--- src/rtl/cpu_pkg.sv ---
// Shared constants for the 4-bit CPU control path: opcodes, sequencer state
// encodings and ALU operation codes.
package cpu_pkg;

  localparam int DW_DEFAULT = 4;
  localparam int OPW        = 4;

  typedef enum logic [2:0] {
    ST_IDLE    = 3'b000,
    ST_FETCH   = 3'b001,
    ST_DECODE  = 3'b010,
    ST_OPFETCH = 3'b011,
    ST_EXEC    = 3'b100,
    ST_HALT    = 3'b101
  } state_t;

  localparam logic [OPW-1:0] OP_NOP  = 4'h0;
  localparam logic [OPW-1:0] OP_LDI  = 4'h1;
  localparam logic [OPW-1:0] OP_ADD  = 4'h2;
  localparam logic [OPW-1:0] OP_SUB  = 4'h3;
  localparam logic [OPW-1:0] OP_MOVB = 4'h4;
  localparam logic [OPW-1:0] OP_JMP  = 4'h5;
  localparam logic [OPW-1:0] OP_JZ   = 4'h6;
  localparam logic [OPW-1:0] OP_OUT  = 4'h7;
  localparam logic [OPW-1:0] OP_HLT  = 4'hF;

  localparam logic [1:0] ALU_PASS = 2'b00;
  localparam logic [1:0] ALU_ADD  = 2'b01;
  localparam logic [1:0] ALU_SUB  = 2'b10;

endpackage

--- src/rtl/op_decode.sv ---
// Combinational opcode classifier used by the sequencer while in DECODE.
module op_decode
  import cpu_pkg::*;
(
  input  logic [OPW-1:0] opcode,
  output logic           needs_operand,
  output logic           is_halt,
  output logic           legal
);

  always_comb begin
    needs_operand = 1'b0;
    is_halt       = 1'b0;
    legal         = 1'b0;
    case (opcode)
      OP_NOP, OP_ADD, OP_SUB, OP_MOVB, OP_OUT: legal = 1'b1;
      OP_LDI, OP_JMP, OP_JZ: begin
        legal         = 1'b1;
        needs_operand = 1'b1;
      end
      OP_HLT: begin
        legal   = 1'b1;
        is_halt = 1'b1;
      end
      default: ;
    endcase
  end

endmodule

--- src/rtl/ctrl_sequencer.sv ---
// Fetch/decode/execute sequencer for the 4-bit datapath; emits one-cycle
// register load/increment strobes decoded from the state and latched opcode.
module ctrl_sequencer
  import cpu_pkg::*;
#(
  parameter int DW = DW_DEFAULT
) (
  input  logic          reg_clk,
  input  logic          reg_rst,
  input  logic          run,
  input  logic [DW-1:0] ir_data,
  input  logic          zero_flag,
  output logic          ir_en,
  output logic          pc_inc,
  output logic          pc_load,
  output logic          opr_en,
  output logic          a_en,
  output logic          b_en,
  output logic          a_src,
  output logic [1:0]    alu_op,
  output logic          out_en,
  output logic          halted,
  output logic          illegal,
  output logic [2:0]    state_dbg
);

  state_t        state_reg;
  logic [DW-1:0] op_q;
  logic          needs_operand;
  logic          is_halt;
  logic          legal;

  op_decode u_op_decode (
    .opcode        (ir_data[OPW-1:0]),
    .needs_operand (needs_operand),
    .is_halt       (is_halt),
    .legal         (legal)
  );

  always_ff @(posedge reg_clk) begin
    if (reg_rst) begin
      state_reg <= ST_IDLE;
      op_q      <= '0;
    end else begin
      case (state_reg)
        ST_IDLE:    if (run) state_reg <= ST_FETCH;
        ST_FETCH:   state_reg <= ST_DECODE;
        ST_DECODE: begin
          op_q <= ir_data;
          if (is_halt)            state_reg <= ST_HALT;
          else if (needs_operand) state_reg <= ST_OPFETCH;
          else                    state_reg <= ST_EXEC;
        end
        ST_OPFETCH: state_reg <= ST_EXEC;
        ST_EXEC:    state_reg <= ST_FETCH;
        ST_HALT:    state_reg <= ST_HALT;
        // Unused encodings recover to IDLE rather than wedging the CPU.
        default:    state_reg <= ST_IDLE;
      endcase
    end
  end

  always_comb begin
    ir_en   = 1'b0;
    pc_inc  = 1'b0;
    pc_load = 1'b0;
    opr_en  = 1'b0;
    a_en    = 1'b0;
    b_en    = 1'b0;
    a_src   = 1'b0;
    alu_op  = ALU_PASS;
    out_en  = 1'b0;
    halted  = 1'b0;
    illegal = 1'b0;
    case (state_reg)
      ST_FETCH: begin
        ir_en  = 1'b1;
        pc_inc = 1'b1;
      end
      // IR was loaded at the FETCH edge, so its contents are valid here.
      ST_DECODE: illegal = ~legal;
      ST_OPFETCH: begin
        opr_en = 1'b1;
        pc_inc = 1'b1;
      end
      ST_EXEC: begin
        case (op_q[OPW-1:0])
          OP_LDI: begin
            a_en  = 1'b1;
            a_src = 1'b1;
          end
          OP_ADD: begin
            a_en   = 1'b1;
            alu_op = ALU_ADD;
          end
          OP_SUB: begin
            a_en   = 1'b1;
            alu_op = ALU_SUB;
          end
          OP_MOVB: b_en    = 1'b1;
          OP_JMP:  pc_load = 1'b1;
          OP_JZ:   pc_load = zero_flag;
          OP_OUT:  out_en  = 1'b1;
          default: ;
        endcase
      end
      ST_HALT: halted = 1'b1;
      default: ;
    endcase
  end

  assign state_dbg = state_reg;

endmodule

--- config.mk ---
export PLATFORM = sky130hd
export DESIGN_NAME = ctrl_sequencer
export DESIGN_NICKNAME = d
export VERILOG_FILES = /design/src/rtl/cpu_pkg.sv /design/src/rtl/op_decode.sv /design/src/rtl/ctrl_sequencer.sv
export SDC_FILE = /design/constraint.sdc
export NUM_CORES = 1
export LEC_CHECK = 0
export CAP_MARGIN = 15
export CORE_AREA = 2 2 39 41
export DETAILED_ROUTE_END_ITERATION = 8
export DIE_AREA = 0 0 41 43
export GPL_TIMING_DRIVEN = 0
export PLACE_DENSITY = 0.77
export REMOVE_ABC_BUFFERS = 1
export SLEW_MARGIN = 20
export SYNTH_ARGS = -nofsm -noshare
export SYNTH_HDL_FRONTEND = slang
export SYNTH_SLANG_ARGS = --single-unit
--- constraint.sdc ---
create_clock -name reg_clk -period 3.65 [get_ports reg_clk]
set_clock_uncertainty 0.2 [all_clocks]
set_input_delay 0.73 -clock reg_clk [delete_from_list [all_inputs] [get_ports reg_clk]]
set_output_delay 0.73 -clock reg_clk [all_outputs]
set_load 0.05 [all_outputs]
# Yosys cells after proc, flatten, opt, wreduce, memory -nomap -nowiden
# Cells that the tools add are included.
dict set report totals {
  register_bits 7
  out_inout_bits 15
}
dict set report op_classes {
  n_eq_ne 21
  muxes 24
  bitwise_logic 1
  n_reduce_logical 6
}
# op n
set ops {}
lappend ops {{== test 4 x 3 -> 1 bit, second input constant} 8}
lappend ops {{one-hot mux 3 bit (6 select lines)} 1}
lappend ops {{two-way mux 1 bit} 17}
lappend ops {{== test 4 x 2 -> 1 bit, second input constant} 4}
lappend ops {{two-way mux 3 bit} 3}
lappend ops {{OR reduction 9 bit} 1}
lappend ops {{== test 4 x 1 -> 1 bit, second input constant} 2}
lappend ops {{== test 3 x 2 -> 1 bit, second input constant} 2}
lappend ops {{== test 3 bit, second input constant} 2}
lappend ops {{OR reduction 3 bit} 2}
lappend ops {{== test 4 bit, second input constant} 1}
lappend ops {{zero test 4 bit} 1}
lappend ops {{one-hot mux 2 bit (2 select lines)} 1}
lappend ops {{== test 3 x 1 -> 1 bit, second input constant} 1}
lappend ops {{zero test 3 bit} 1}
lappend ops {{two-way mux 2 bit} 1}
lappend ops {{inequality test 2 bit, second input constant} 1}
lappend ops {{one-hot mux 1 bit (2 select lines)} 1}
lappend ops {{OR reduction 2 bit} 1}
lappend ops {{inverter 1 bit} 1}

# Longest topological paths before layout
dict set report logic_depth {
  depth_word 6
  depth_mapped 3
  ltp_nobuf 3
}

# Cells and area by module
# Synthesis repeated with hierarchy kept, for this count alone.
dict set report unflattened {
  hier_cells 56
  area_unflattened_um2 447.9
}
# module instances cells_per_inst area_per_inst_um2 seq_area_each_um2
set by_module_without_submodules {}
lappend by_module_without_submodules {ctrl_sequencer 1 49 412.9 140.1}
lappend by_module_without_submodules {op_decode 1 7 35.0 0.0}

# Least setup slack after synthesis
# OpenSTA, ideal clock, no wires.
dict set report synth_path {
  path_type {reg2out}
  startpoint {register state_reg[2] (netlist: state_dbg[2])}
  endpoint {output b_en}
  t_arrival_ns 2.208
  required_time_ns 2.720
  slack_ns 0.512
  path_stages_with_launch 4
  path_cell_list {dfxtp_1 -> and2b_1 -> nand3_1 -> nor3_1}
}
dict set report synth_via {
  elab_chain_len 2
}
# item line_no
set synth_rtl {}
lappend synth_rtl {{start: declaration} ctrl_sequencer.sv:27} ;# state_t state_reg;
lappend synth_rtl {{start signal: assignment} ctrl_sequencer.sv:42} ;# state_reg <= ST_IDLE;
lappend synth_rtl {{start signal: assignment} ctrl_sequencer.sv:46} ;# ST_IDLE: if (run) state_reg <= ST_FETCH;
lappend synth_rtl {{start signal: assignment} ctrl_sequencer.sv:47} ;# ST_FETCH: state_reg <= ST_DECODE;
lappend synth_rtl {{== test 3 bit} ctrl_sequencer.sv:75} ;# case (state_reg)
lappend synth_rtl {{two-way mux 1 bit} ctrl_sequencer.sv:75}
lappend synth_rtl {{end: declaration} ctrl_sequencer.sv:18} ;# output logic b_en,
# Every way passes these cells.

# Worst setup path in the final report
dict set report layout_path {
  startpoint {input ir_data[3]}
  endpoint {output illegal}
}
dict set report layout_via {
  elab_chain_len 5
}
# item line_no
set layout_rtl {}
lappend layout_rtl {{start: declaration} ctrl_sequencer.sv:11} ;# input logic [DW-1:0] ir_data,
lappend layout_rtl {{== test 4 x 2 -> 1 bit (tied with other cells)} op_decode.sv:15} ;# case (opcode)
lappend layout_rtl {{OR reduction 9 bit (no line) (*)} n/a}
lappend layout_rtl {{two-way mux 1 bit (*)} op_decode.sv:15}
lappend layout_rtl {{inverter 1 bit (*)} ctrl_sequencer.sv:81} ;# ST_DECODE: illegal = ~legal;
lappend layout_rtl {{two-way mux 1 bit (*)} ctrl_sequencer.sv:75}
lappend layout_rtl {{end: declaration} ctrl_sequencer.sv:23} ;# output logic illegal,
# Mark *: on every way between the ends. The rest lies on a longest branch, timed or not.

==> results.sh <==
export IMPL_max_cap_viol_count=0
export IMPL_synth_top_cell_by_area="dfxtp_1"
export IMPL_gp_congestion=0.735
export IMPL_clk_latency_ns=0.25
export IMPL_critPathRequiredTime_ns=2.72
export IMPL_wl_per_cell_um=10.0
export IMPL_min_path_cells=2
export IMPL_initial_core_util_pct=32.2
export IMPL_cts_setup_buffers=0
export IMPL_cts_htree_levels=1
export IMPL_worst_slew_pin_slew_ns=0.500
export IMPL_synth_top_area_share_pct=31.5
export IMPL_synth_avg_cell_area_um2=8.25
export IMPL_dieArea_um2=1760
export IMPL_cts_clk_slew_worst_paths_ns=0.05
export IMPL_synthCells=54
export IMPL_dr_pass1_iters=2
export IMPL_ys_async_sr_fraction_pct=0
export IMPL_grt_pass1_vias=385
export IMPL_finish_utilization_pct=51.2
export IMPL_grt_max_degree=11
export IMPL_reg2reg_from="state_dbg[1]"
export IMPL_cp_arrival_ns=2.33
export IMPL_die_h_um=43
export IMPL_leakagePower_uw=0.000231
export IMPL_synth_cell_types=27
export IMPL_hold_violations=0
export IMPL_syn_area_um2=445
export IMPL_n_antenna_cell=0
export IMPL_p_seq_share_pct=38.0
export IMPL_critPathCaptureType="primary output"
export IMPL_outcome="complete, no violations"
export IMPL_die_x_um=41
export IMPL_ys_seq_area_share_pct=31.5
export IMPL_fmax_mhz=307
export IMPL_rows=14
export IMPL_critPathKind="in2out"
export IMPL_synth_edff_count=0
export IMPL_setup_viol=0
export IMPL_synth_warnings=0
export IMPL_power_share_clock_pct=27.8
export IMPL_ir_drop_uv=206
export IMPL_regToRegEndpoint="op_q[2]"
export IMPL_period_share_pct=89.2
export IMPL_synth_most_common_cell="nor2_1"
export IMPL_report_final_slew_viol_count=0
export IMPL_power_internal_uw=160
export IMPL_core_area_um2=1380
export IMPL_slew_headroom_pct=66.6
export IMPL_yosys_register_bits=7
export IMPL_cts_sinks=7
export IMPL_area_growth_pct=59.0
export IMPL_hold_start="op_q[3]"
export IMPL_power_frac_comb_pct=34.2
export IMPL_io_buffers=22
export IMPL_hold_end="op_q[3]"
export IMPL_postRouteAntennaNets=0
export IMPL_power_density_nw_per_um2=343
export IMPL_cts_root_buf="clkbuf_4"
export IMPL_p_sw_share_pct=34.4
export IMPL_grt_usage_pct=12.9
export IMPL_hold_path_class="reg2reg"
export IMPL_routed_wl_um=954
export IMPL_num_nets_final=88
export IMPL_reg2reg_depth=3
export IMPL_synth_area_leaders="dfxtp_1 31%, nor2_1 9.3%, mux2i_1 6.7%"
export IMPL_cts_tree="done"
export IMPL_cts_resized=0
export IMPL_drt_iter0_drc=1
export IMPL_cts_hold_buf=0
export IMPL_overflow=0
export IMPL_fin_crit_ns=3.26
export IMPL_cts_inserted_buffers=3
export IMPL_cts_path_max_buffers=2
export IMPL_antenna_found_initial=0
export IMPL_rrSetupSlack_ns=2.22
export IMPL_critPathMaxFanout=4
export IMPL_synthFlopType="dfxtp_1"
export IMPL_rsz0062_at_grt="false"
export IMPL_p_switching_uw=83.6
export IMPL_vias_per_cell=4.83
export IMPL_drive_above_1_share_pct=10.1
export IMPL_totalPowerFinal_uw=243
export IMPL_io_pins=23
export IMPL_grt_pass1_wl_um=1560
export IMPL_synth_commonest_cells="11 x nor2_1, 7 x dfxtp_1, 3 x a21oi_1, 3 x mux2i_1"
export IMPL_dr_total_vias=459
export IMPL_drc=0
export IMPL_timing_setup_tns_ns=0
export IMPL_crit_path_start_kind="primary input"
export IMPL_holdWs_ns=0.275
[power by group through the flow]
stage	clock [uW]	sequential (uW)	combinational (uW)
5_1_grt	74.7	93.7	89.4
2_1_floorplan	0	104	43.3
4_1_cts	70.2	92.5	83.8
3_5_place_dp	0	94.0	83.6
6_report	67.6	92.4	83.2
3_3_place_gp	0	93.7	82.8
[metrics by stage]
stage / worst slack (ns) / cell area, um^2 / instances
floorplan: 0.512 / 442 / 53
global placement: 0.418 / 682 / 91
detailed placement: 0.412 / 682 / 91
CTS: 0.396 / 708 / 95
global route: 0.331 / 708 / 95
finish: 0.395 / 708 / 95
[cell type report]
cell class	count	area (um^2)
Fill cell	150	676
Multi-Input combinational cell	46	302
Timing Repair Buffer	22	220
Sequential cell	7	140
Clock buffer	4	26.3
Tap cell	16	20.0
[worst max-delay path by stage]
stage                     slack, ns       to          from
final                          0.39  illegal    ir_data[3]
after global routing           0.33  illegal    ir_data[3]
after CTS                      0.40  illegal    ir_data[3]
after detailed placement       0.41  illegal    ir_data[3]
after global placement         0.42  illegal    ir_data[3]
after floorplan                0.51     b_en  state_dbg[2]
[per-layer routing]
| metal | vias up | part of all wire [%] | global-route usage [%] |
|---|---|---|---|
| met5 | - | 0 | 0 |
| met4 | 0 | 0.73 | 8.00 |
| met3 | 2 | 5.6 | 1.57 |
| met2 | 16 | 47 | 18.8 |
| met1 | 199 | 46 | 17.2 |
| li1 | 242 | - | - |
[state kept, by name, summed over array words and instances, names as in the netlist]
signal,count
state_dbg,3
op_q,4
[cells by family after synthesis]
| logic type | Yosys count | share of synthesized area (%) |
|---|---|---|
| buf+inv | 1 | 0.842 |
| mux | 3 | 6.74 |
| flops | 7 | 31.5 |
| compound gates | 9 | 12.4 |
| simple gates | 34 | 48.6 |
[cell usage in the layout (no fill, tap or decap), drive strengths merged]
cell type | synthesis | layout
clkdlybuf4s50 | 0 | 22
nand3 | 1 | 1
nor2b | 3 | 3
or4b | 2 | 2
o21ai | 2 | 2
nand2b | 2 | 2
nor3 | 1 | 1
a31oi | 2 | 2
nand4 | 1 | 1
nor2 | 11 | 11
or2 | 2 | 2
clkbuf | 1 | 4
mux2i | 3 | 3
o2bb2ai | 1 | 1
dfxtp | 7 | 7
a21oi | 3 | 3
a311oi | 1 | 1
nand2 | 2 | 2
and2 | 2 | 2
nand3b | 2 | 2
nor3b | 3 | 3
and2b | 2 | 2
[worst max-delay path: stages]
cell and delay [ns]:
clkdlybuf4s50_1 0.52, nand2_1 0.08, a31oi_1 0.17, clkdlybuf4s50_1 0.82
Power figures use the tool's default switching activity.
